`config.mk`:
```
export PLATFORM = sky130hd
export DESIGN_NAME = ifetch_bridge
export DESIGN_NICKNAME = d
export VERILOG_FILES = /design/src/rtl/ifetch_bridge.sv
export SDC_FILE = /design/constraint.sdc
export NUM_CORES = 1
export LEC_CHECK = 0
export CORE_AREA = 2 2 124 126
export CTS_CLUSTER_DIAMETER = 100
export DETAILED_ROUTE_END_ITERATION = 6
export DIE_AREA = 0 0 126 128
export MAX_ROUTING_LAYER = met4
export PLACE_DENSITY = 0.56
export SYNTH_ARGS = -nofsm -noshare
export SYNTH_HDL_FRONTEND = slang
export SYNTH_SLANG_ARGS = --single-unit
```
`constraint.sdc`:
```
create_clock -name clk -period 7.15 [get_ports clk]
set_input_delay 1.43 -clock clk [delete_from_list [all_inputs] [get_ports clk]]
set_output_delay 1.43 -clock clk [all_outputs]
set_load 0.05 [all_outputs]
```
`src/rtl/ifetch_bridge.sv`:
```
// ifetch_bridge: instruction fetch bridge between the core PC and a simple
// req/gnt + rvalid instruction bus. At most one bus transaction is in flight.
// Optional build macro IFETCH_REUSE_EN: when defined, a fetch of the address
// that is already held in the instruction register issues no bus request.
module ifetch_bridge #(
  parameter logic [29:0] RESET_ADDR = 30'h0,
  parameter logic [31:0] NOP_INSTR  = 32'h0000_0013
) (
  input  logic        clk,
  input  logic        rst_n,
  input  logic [29:0] i_addr,
  input  logic        i_stall,
  output logic [31:0] o_instr,
  output logic        o_hold,
  output logic        o_bus_req,
  output logic [29:0] o_bus_addr,
  input  logic        i_bus_gnt,
  input  logic        i_bus_rvalid,
  input  logic [31:0] i_bus_rdata,
  input  logic        i_bus_err,
  output logic        o_fetch_err,
  output logic [15:0] o_hold_cnt
);

  typedef enum logic [1:0] {
    S_IDLE,
    S_REQ,
    S_WAIT,
    S_BUF
  } state_t;

  state_t      state;
  state_t      state_nxt;
  logic [29:0] pend_addr;
  logic [29:0] pend_addr_nxt;
  logic [31:0] instr_reg;
  logic [31:0] instr_reg_nxt;
  logic [15:0] hold_cnt;

  logic [31:0] fetched;
  logic        deliver;
  logic        core_free;
  logic        reuse;
  logic        issue;

  // A bus error hands the core a harmless NOP instead of the garbage data.
  assign fetched   = i_bus_err ? NOP_INSTR : i_bus_rdata;
  assign deliver   = (state == S_WAIT) && i_bus_rvalid;
  // The core runs whenever it has an instruction this cycle: a fresh
  // response or the buffered one.
  assign core_free = deliver || (state == S_BUF);

`ifdef IFETCH_REUSE_EN
  assign reuse = (i_addr == pend_addr);
`else
  assign reuse = 1'b0;
`endif

  // Any running cycle without a stall starts the next fetch right away so a
  // zero-wait bus keeps up with one instruction per cycle.
  assign issue = core_free && !i_stall && !reuse;

  assign o_hold_cnt = hold_cnt;

  // Next-state and output decode; the next-fetch issue overrides the per-state defaults.
  always_comb begin
    state_nxt     = state;
    pend_addr_nxt = pend_addr;
    instr_reg_nxt = instr_reg;
    o_bus_req     = 1'b0;
    o_bus_addr    = pend_addr;
    o_hold        = 1'b1;
    o_instr       = instr_reg;
    o_fetch_err   = 1'b0;

    case (state)
      S_IDLE: begin
        state_nxt = S_REQ;
      end
      S_REQ: begin
        o_bus_req = 1'b1;
        if (i_bus_gnt) begin
          state_nxt = S_WAIT;
        end
      end
      S_WAIT: begin
        if (i_bus_rvalid) begin
          o_hold        = 1'b0;
          o_instr       = fetched;
          instr_reg_nxt = fetched;
          o_fetch_err   = i_bus_err;
          state_nxt     = S_BUF;
        end
      end
      S_BUF: begin
        o_hold = 1'b0;
      end
      default: begin
        state_nxt = S_IDLE;
      end
    endcase

    if (issue) begin
      o_bus_req     = 1'b1;
      o_bus_addr    = i_addr;
      pend_addr_nxt = i_addr;
      state_nxt     = i_bus_gnt ? S_WAIT : S_REQ;
    end
  end

  // State, pending address, instruction buffer and saturating hold counter.
  always_ff @(posedge clk or negedge rst_n) begin
    if (!rst_n) begin
      state     <= S_IDLE;
      pend_addr <= RESET_ADDR;
      instr_reg <= NOP_INSTR;
      hold_cnt  <= 16'h0000;
    end else begin
      state     <= state_nxt;
      pend_addr <= pend_addr_nxt;
      instr_reg <= instr_reg_nxt;
      if (o_hold && (hold_cnt != 16'hFFFF)) begin
        hold_cnt <= hold_cnt + 16'd1;
      end
    end
  end

endmodule

```
==> results.sh, run 1 <==
export IMPL_globalRouteOverflowTotal=0
export IMPL_die_ar_mm2=0.01613
export IMPL_drt_antenna_violating_nets=0
export IMPL_mappedNetlistNets=374
export IMPL_cts_sink_count=80
export IMPL_worst_r2r_path_depth=5
export IMPL_cts_max_path_buffers=2
export IMPL_layout_min_cycle_time_ns=5.569
export IMPL_synth_avg_cell_area_um2=11.59
export IMPL_timing_worst_setup_path_type="primary input to primary output"
export IMPL_maxCapViolations=0
export IMPL_initial_antenna_violation_count=0
export IMPL_worst_hold_startpoint="instr_reg[23]$_DFF_PN0_"
export IMPL_tightestPinTransition_ns=1.143
export IMPL_grt_setup_unrepaired="no"
export IMPL_p_per_area_mw_per_mm2=561.5
export IMPL_post_dp_cell_area_mm2=0.005149
export IMPL_root_buffer="sky130_fd_sc_hd__clkbuf_16"
export IMPL_cts_post_setup_buffers_inserted=0
export IMPL_hold_critical_path_endpoint="instr_reg[23]$_DFF_PN0_"
export IMPL_utilization_pct=36.68
export IMPL_timing_final_hold_violations=0
export IMPL_run_status="finished clean"
export IMPL_antenna_cells=0
export IMPL_place_port_buffers=148
export IMPL_routabilityCongestion=0.7324
export IMPL_cp_top_family="buffers and inverters"
export IMPL_num_cts_buffers=9
export IMPL_maxClockFrequency_mhz=179.6
export IMPL_avgRoutedWirePerCell_um=13.63
export IMPL_place_inst=624
export IMPL_sum_of_buffers_and_inverters_on_the_critical_path=2
export IMPL_drive_gt1_share_pct=13.53
export IMPL_crit_path_frequent_cell="sky130_fd_sc_hd__clkdlybuf4s50_1"
export IMPL_max_slew_margin_rel_pct=23.64
export IMPL_synth_async_reset_ratio_pct=100.0
export IMPL_critical_path_cell_chain="clkdlybuf4s50_1 > nand2_2 > a21oi_4 > mux2_2 > clkdlybuf4s50_1"
export IMPL_whs_ns=0.4916
export IMPL_pin_count=149
export IMPL_syn_instance_count=300
export IMPL_worst_ep_arrival_time_ns=4.14
export IMPL_number_of_buffers_inserted_by_hold_repair_at_cts=0
export IMPL_post_layout_nonfiller_instances=639
export IMPL_finalClockSkew_ns=0.005565
export IMPL_maximum_number_of_pins_on_one_net_before_global_route_repair=81
export IMPL_worst_r2r_setup_slack_ns=4.78
export IMPL_cp_required_ns=5.72
export IMPL_power_leakage_nw=2.241
export IMPL_routed_wirelength_mm=8.711
export IMPL_timing_rr_end="pend_addr[4]$_DFF_PN0_"
export IMPL_starting_density_pct=23.38
export IMPL_dp_hpwl_mm=6.162
export IMPL_synthDistinctLibCells=37
export IMPL_first_pass_iters=4
export IMPL_worst_r2r_startpoint="state[0]$_DFFE_PN0P_"
export IMPL_dieHeight_um=128
export IMPL_ys_seq_area_share_pct=57.70
export IMPL_num_nets_final=521
export IMPL_worstSetupStartpointType="primary input"
export IMPL_vdd_ir_drop_worst_mv=0.2110
export IMPL_detail_route_drc_violations=0
export IMPL_synth_edff_count=0
export IMPL_route_vias_total=2725
export IMPL_syn_cell_area_mm2=0.003476
export IMPL_source_to_sink_clock_delay_at_the_later_pin_of_the_worst_skew_pair_ns=0.33
export IMPL_cp_end_kind="primary output"
export IMPL_min_path_type="flip-flop to flip-flop"
export IMPL_path_depth=5
export IMPL_core_area_mm2=0.01486
export IMPL_postSynth_topFlopCell="sky130_fd_sc_hd__dfrtp_1"
export IMPL_chipWidth_um=126
export IMPL_report_final_setup_viol=0
export IMPL_via_count_of_the_first_global_routing_pass=2867
export IMPL_clk_transition_reported_paths_ns=0.06
export IMPL_grt_pass1_wl_mm=14.40
export IMPL_timing_critical_path_fanout_max=34
export IMPL_yosys_warnings=0
export IMPL_max_stage_delay_ns=0.89
export IMPL_synth_ff_latch_count=80
export IMPL_row_count=45
export IMPL_post_cts_resize_count=0
export IMPL_largest_register_ff_count=32
export IMPL_worst_path_max_delay_cell="sky130_fd_sc_hd__a21oi_4"
export IMPL_h_tree_levels=3
export IMPL_period_share_pct=77.89
export IMPL_drt_vias_per_instance=4.264
export IMPL_min_delay_path_depth=2
export IMPL_final_cell_area_mm2=0.005451
export IMPL_finalSetupTns_ns=0
export IMPL_maxSlewViolCount=0
export IMPL_syn2layout_area_growth_pct=56.84
export IMPL_detailedRoute_firstIterationViolations=108
export IMPL_tritoncts="yes"
export IMPL_grt_util_all_layers_pct=11.76
==> cell type report <==
type	instances	area [um2]
inverters	6	22.52
flip-flops and latches	80	2006
repair buffers	149	1486
clock buffers	11	232.7
multi-input cells	201	1399
clock inverters	4	70.07
well taps	188	235.2
fillers	1489	9413
==> cell families after synthesis <==
logic type / Yosys count / synth area share [%]
AO/OA/AOI/OAI: 39 / 5.976
flip-flops: 80 / 57.70
buffers and inverters: 19 / 2.340
adder cells (fa/ha/maj): 6 / 2.160
XOR/XNOR: 11 / 2.772
AND/OR/NAND/NOR: 109 / 17.24
multiplexers: 36 / 11.81
==> routing by layer <==
| layer | part of all wire [%] | vias to the layer above | wire, um | GRT usage [%] |
|---|---|---|---|---|
| li1 | - | 1321 | - | - |
| met1 | 44 | 1311 | 3846 | 14.04 |
| met2 | 48 | 83 | 4223 | 18.72 |
| met3 | 5.4 | 10 | 474 | 2.838 |
| met4 | 1.9 | 0 | 167 | 5.753 |
| met5 | 0 | - | 0 | - |
==> worst max-delay path by stage <==
| stage | to | start |
|---|---|---|
| after floorplan | o_instr[23] | i_bus_rvalid |
| after global placement | o_bus_addr[18] | i_bus_rvalid |
| after detailed placement | o_bus_addr[9] | i_bus_rvalid |
| after CTS | o_bus_addr[9] | i_bus_rvalid |
| after global routing | o_bus_addr[18] | i_bus_rvalid |
| final | o_bus_addr[9] | i_bus_rvalid |
==> worst reg2reg max path, cell delays in order, from the launching register on <==
cell and delay [ns]:
sky130_fd_sc_hd__dfrtp_1 0.41, sky130_fd_sc_hd__inv_1 0.11, sky130_fd_sc_hd__ha_1 0.27, sky130_fd_sc_hd__nand2_2 0.11, sky130_fd_sc_hd__a21oi_4 0.89, sky130_fd_sc_hd__mux2_2 0.47
==> cells in the mapped netlist (2+ instances only) <==
library cell,count,area [um2]
sky130_fd_sc_hd__xor2_1,9,78.83
sky130_fd_sc_hd__o21ai_0,33,165.2
sky130_fd_sc_hd__buf_1,3,11.26
sky130_fd_sc_hd__nand3_1,6,30.03
sky130_fd_sc_hd__nor3_1,3,15.01
sky130_fd_sc_hd__mux2_4,2,30.03
sky130_fd_sc_hd__nor4_4,2,42.54
sky130_fd_sc_hd__nand4_1,5,31.28
sky130_fd_sc_hd__mux2_2,31,349.1
sky130_fd_sc_hd__dfrtp_1,77,1927
sky130_fd_sc_hd__ha_1,6,75.07
sky130_fd_sc_hd__a31oi_1,2,12.51
sky130_fd_sc_hd__buf_2,2,10.01
sky130_fd_sc_hd__nand2b_1,29,181.4
sky130_fd_sc_hd__dfstp_2,3,78.83
sky130_fd_sc_hd__buf_4,2,15.01
sky130_fd_sc_hd__clkbuf_1,6,22.52
sky130_fd_sc_hd__nand2_1,42,157.7
sky130_fd_sc_hd__xnor2_1,2,17.52
sky130_fd_sc_hd__and4_1,3,26.28
sky130_fd_sc_hd__nor4_1,2,12.51
sky130_fd_sc_hd__nor2_1,8,30.03
sky130_fd_sc_hd__nor3_2,2,20.02
sky130_fd_sc_hd__mux2i_1,2,20.02
sky130_fd_sc_hd__inv_1,6,22.52
==> metrics by stage <==
| stage | setup WS, ns | power (mW) |
|---|---|---|
| floorplan | 2.747 | 2.004 |
| global placement | 1.588 | 2.582 |
| detailed placement | 1.551 | 2.609 |
| CTS | 1.543 | 3.106 |
| global route | 1.397 | 3.231 |
| finish | 1.581 | 3.061 |
==> cell usage in the layout, fill, tap and decap left out, types with 2 or more instances in the layout <==
master	synthesis	layout
sky130_fd_sc_hd__nor2_1	8	8
sky130_fd_sc_hd__nor3_2	2	2
sky130_fd_sc_hd__nor4_1	2	2
sky130_fd_sc_hd__o21ai_0	33	33
sky130_fd_sc_hd__inv_1	6	6
sky130_fd_sc_hd__mux2i_1	2	2
sky130_fd_sc_hd__xor2_1	9	9
sky130_fd_sc_hd__bufinv_16	0	2
sky130_fd_sc_hd__xnor2_1	2	2
sky130_fd_sc_hd__clkdlybuf4s50_1	0	147
sky130_fd_sc_hd__nand2_1	42	41
sky130_fd_sc_hd__and4_1	3	3
sky130_fd_sc_hd__nand2b_1	29	29
sky130_fd_sc_hd__nand4_1	5	5
sky130_fd_sc_hd__a31oi_1	2	2
sky130_fd_sc_hd__nor3_1	3	3
sky130_fd_sc_hd__nand3_1	6	6
sky130_fd_sc_hd__clkbuf_1	6	2
sky130_fd_sc_hd__mux2_4	2	2
sky130_fd_sc_hd__clkinv_2	0	2
sky130_fd_sc_hd__clkbuf_16	0	9
sky130_fd_sc_hd__dfstp_2	3	3
sky130_fd_sc_hd__ha_1	6	6
sky130_fd_sc_hd__nor4_4	2	2
sky130_fd_sc_hd__mux2_2	31	31
sky130_fd_sc_hd__buf_4	2	2
sky130_fd_sc_hd__dfrtp_1	77	77
==> power by group <==
| part | switching, mW | internal [mW] | total [mW] |
|---|---|---|---|
| Sequential | 0.0834 | 0.669 | 0.752 |
| Clock | 0.174 | 0.303 | 0.477 |
| Combinational | 1.22 | 0.615 | 1.83 |
Note: power is estimated with default switching activity, not from simulation.
==> run 2: changes to the inputs <==
--- a/config.mk
+++ b/config.mk
@@ -10,7 +10,7 @@
 export DETAILED_ROUTE_END_ITERATION = 6
 export DIE_AREA = 0 0 126 128
 export MAX_ROUTING_LAYER = met4
-export PLACE_DENSITY = 0.56
+export PLACE_DENSITY = 0.57
 export SYNTH_ARGS = -nofsm -noshare
 export SYNTH_HDL_FRONTEND = slang
 export SYNTH_SLANG_ARGS = --single-unit
==> constraint.sdc (replaced) <==
create_clock -name clk -period 4.7 [get_ports clk]
set_input_delay 0.94 -clock clk [delete_from_list [all_inputs] [get_ports clk]]
set_output_delay 0.94 -clock clk [all_outputs]
set_load 0.05 [all_outputs]
==> run 2 against run 1 <==
Net effect:
- via count about the same
- sequential share of layout area decreased by 0.11 points
- largest power group unchanged
- clock power increased by 39%
- critical path type unchanged
- clock skew increased by 0.0022 ns
- final area increased by 0.30%
- clock-buffer cell count unchanged
- highest routed layer unchanged
- utilization increased by 0.11 points
- critical endpoint is now o_bus_addr[4]
- hold slack improved by 0.0027 ns
- sequential cell count unchanged
- first-iteration DRC count decreased by 22%
==> results.sh, run 2 (same netlist as run 1, synthesis figures left out) <==
export IMPL_run_status="finished clean"
export IMPL_pin_count=149
export IMPL_num_cts_buffers=9
export IMPL_die_ar_mm2=0.01613
export IMPL_num_nets_final=523
export IMPL_grt_setup_unrepaired="no"
export IMPL_post_layout_nonfiller_instances=642
export IMPL_finalSetupTns_ns=0
export IMPL_cell_internal_pwr_mw=2.351
export IMPL_crit_path_frequent_cell="sky130_fd_sc_hd__clkdlybuf4s50_1"
export IMPL_sum_of_buffers_and_inverters_on_the_critical_path=3
export IMPL_timing_worst_setup_path_type="primary input to primary output"
export IMPL_cp_top_family="buffers and inverters"
export IMPL_final_cell_area_mm2=0.005468
export IMPL_globalRouteOverflowTotal=0
export IMPL_routed_wirelength_mm=8.570
export IMPL_row_count=45
export IMPL_seqPwrFrac_pct=24.8
export IMPL_detailedRoute_firstIterationViolations=84
export IMPL_place_port_buffers=148
export IMPL_critical_path_cell_chain="clkdlybuf4s50_1 > nand2_2 > a21oi_4 > buf_12 > mux2_2 > clkdlybuf4s50_1"
export IMPL_drt_antenna_violating_nets=0
export IMPL_starting_density_pct=23.38
export IMPL_core_area_mm2=0.01486
export IMPL_routabilityCongestion=0.7641
export IMPL_power_net_switching_mw=2.252
export IMPL_cts_post_setup_buffers_inserted=0
export IMPL_layout_cells_most_common="sky130_fd_sc_hd__clkdlybuf4s50_1"
export IMPL_first_pass_iters=4
export IMPL_via_count_of_the_first_global_routing_pass=2834
export IMPL_worst_hold_startpoint="instr_reg[7]$_DFF_PN0_"
export IMPL_avgRoutedWirePerCell_um=13.35
export IMPL_max_slew_margin_rel_pct=31.61
export IMPL_grt_pass1_wl_mm=14.35
export IMPL_cts_sink_count=80
export IMPL_utilization_pct=36.78
export IMPL_cp_end_kind="primary output"
export IMPL_place_inst=626
export IMPL_power_leakage_nw=2.256
export IMPL_drt_vias_per_instance=4.241
export IMPL_layout_min_cycle_time_ns=4.050
export IMPL_tritoncts="yes"
export IMPL_initial_antenna_violation_count=0
export IMPL_root_buffer="sky130_fd_sc_hd__clkbuf_16"
export IMPL_dp_hpwl_mm=6.043
export IMPL_h_tree_levels=3
export IMPL_detail_route_drc_violations=0
export IMPL_maxClockFrequency_mhz=246.9
export IMPL_syn2layout_area_growth_pct=57.31
export IMPL_combinationalPowerShare_pct=60.9
export IMPL_worst_r2r_startpoint="state[0]$_DFFE_PN0P_"
export IMPL_number_of_fill_cells=1490
export IMPL_max_stage_delay_ns=0.72
export IMPL_commonest_cells_after_routing_fill_and_taps_aside="145 x sky130_fd_sc_hd__clkdlybuf4s50_1, 77 x sky130_fd_sc_hd__dfrtp_1, 41 x sky130_fd_sc_hd__nand2_1, 33 x sky130_fd_sc_hd__o21ai_0, 31 x sky130_fd_sc_hd__mux2_2"
export IMPL_report_final_setup_viol=0
export IMPL_power_share_switching_pct=48.93
export IMPL_p_per_area_mw_per_mm2=841.8
export IMPL_tightestPinTransition_ns=1.026
export IMPL_cts_max_path_buffers=2
export IMPL_cp_required_ns=3.76
export IMPL_largest_register_ff_count=32
export IMPL_vdd_ir_drop_worst_mv=0.4795
export IMPL_route_vias_total=2723
export IMPL_post_cts_resize_count=0
export IMPL_source_to_sink_clock_delay_at_the_later_pin_of_the_worst_skew_pair_ns=0.34
export IMPL_clk_transition_reported_paths_ns=0.06
export IMPL_post_dp_cell_area_mm2=0.005184
export IMPL_dieHeight_um=128
export IMPL_antenna_cells=0
export IMPL_timing_critical_path_fanout_max=34
export IMPL_number_of_buffers_inserted_by_hold_repair_at_cts=0
export IMPL_worstSetupStartpointType="primary input"
export IMPL_min_path_type="flip-flop to flip-flop"
export IMPL_worst_ep_arrival_time_ns=3.11
export IMPL_maximum_number_of_pins_on_one_net_before_global_route_repair=81
export IMPL_grt_util_all_layers_pct=11.57
export IMPL_maxSlewViolCount=0
export IMPL_drive_gt1_share_pct=14.98
export IMPL_maxCapViolations=0
export IMPL_timing_final_hold_violations=0
export IMPL_worst_path_max_delay_cell="sky130_fd_sc_hd__clkdlybuf4s50_1"
export IMPL_period_share_pct=86.17
export IMPL_clock_power_share_pct=14.4
export IMPL_chipWidth_um=126
export IMPL_timing_critical_path_from="i_bus_rvalid"
export IMPL_finalClockSkew_ns=0.007780
-- run 2: cell types whose count changed in the layout (fill, tap and decap cells not counted) --
cell / change
sky130_fd_sc_hd__clkdlybuf4s50_1: -2
sky130_fd_sc_hd__buf_4: +2
sky130_fd_sc_hd__clkinvlp_4: +1
sky130_fd_sc_hd__buf_12: +2
sky130_fd_sc_hd__clkinv_2: +1
sky130_fd_sc_hd__bufinv_16: -2
sky130_fd_sc_hd__clkinv_4: +1
sky130_fd_sc_hd__clkbuf_1: -2
sky130_fd_sc_hd__clkbuf_8: +2
-- run 2: path summary, 6_finish.rpt --
kind	endpoint	slack, ns	cells after the start
hold / removal	instr_reg[7]$_DFF_PN0_	0.49	2
max in group asynchronous	state[0]$_DFFE_PN0P_	3.26	1
setup / recovery	o_bus_addr[4]	0.65	6
setup reg to reg	o_hold_cnt[11]$_DFFE_PN0P_	2.54	6
min in group asynchronous	pend_addr[13]$_DFF_PN0_	0.78	1
hold reg to reg	instr_reg[7]$_DFF_PN0_	0.49	2
-- run 2: metal layers --
metal	vias to the layer above	global-route usage (%)	routed length, um
met5	-	-	0
met4	0	5.430	187
met3	13	3.673	632
met2	98	18.03	3999
met1	1295	13.67	3750
li1	1317	-	-
-- run 2: per-stage QoR --
step | power [mW] | hold slack, ns | setup slack, ns
6_report | 4.603 | 0.4943 | 0.6499
5_1_grt | 4.875 | 0.5068 | 0.5430
4_1_cts | 4.684 | 0.5000 | 0.6336
3_5_place_dp | 3.986 | 0.4858 | 0.6390
3_3_place_gp | 3.943 | 0.4716 | 0.6608
2_1_floorplan | 3.048 | 0.5806 | 1.277
-- run 2: worst register-to-register path, delay by kind of cell, from the launching register on --
family,cells,cell delay (ns)
fa+ha+maj,1,0.28
buf+inv,1,0.12
flops,1,0.41
mux,2,0.72
simple gates,2,0.53
-- run 2: layout make-up --
type | count | area (um2) | area share [%]
Multi-Input combinational cell | 201 | 1399 | 25.58
Tap cell | 188 | 235.2 | 4.302
Clock inverter | 5 | 31.28 | 0.5721
Timing Repair Buffer | 151 | 1521 | 27.83
Sequential cell | 80 | 2006 | 36.68
Inverter | 6 | 22.52 | 0.4119
Clock buffer | 11 | 252.7 | 4.622
-- run 2: power groups by stage --
stage	sequential [mW]	combinational (mW)	clock, mW
2_1_floorplan	1.26	1.79	0
3_3_place_gp	1.15	2.79	0
3_5_place_dp	1.16	2.83	0
4_1_cts	1.15	2.84	0.697
5_1_grt	1.18	2.96	0.728
6_report	1.14	2.80	0.661
==> run 3: changes to the inputs <==
--- a/config.mk
+++ b/config.mk
@@ -6,6 +6,7 @@
 export NUM_CORES = 1
 export LEC_CHECK = 0
 export CORE_AREA = 2 2 124 126
+export CTS_BUF_LIST = sky130_fd_sc_hd__clkbuf_8 sky130_fd_sc_hd__clkbuf_16
 export CTS_CLUSTER_DIAMETER = 100
 export DETAILED_ROUTE_END_ITERATION = 6
 export DIE_AREA = 0 0 126 128
==> results of run 3 <==
The final DEF is identical to that of run 2; final timing and power are the same.
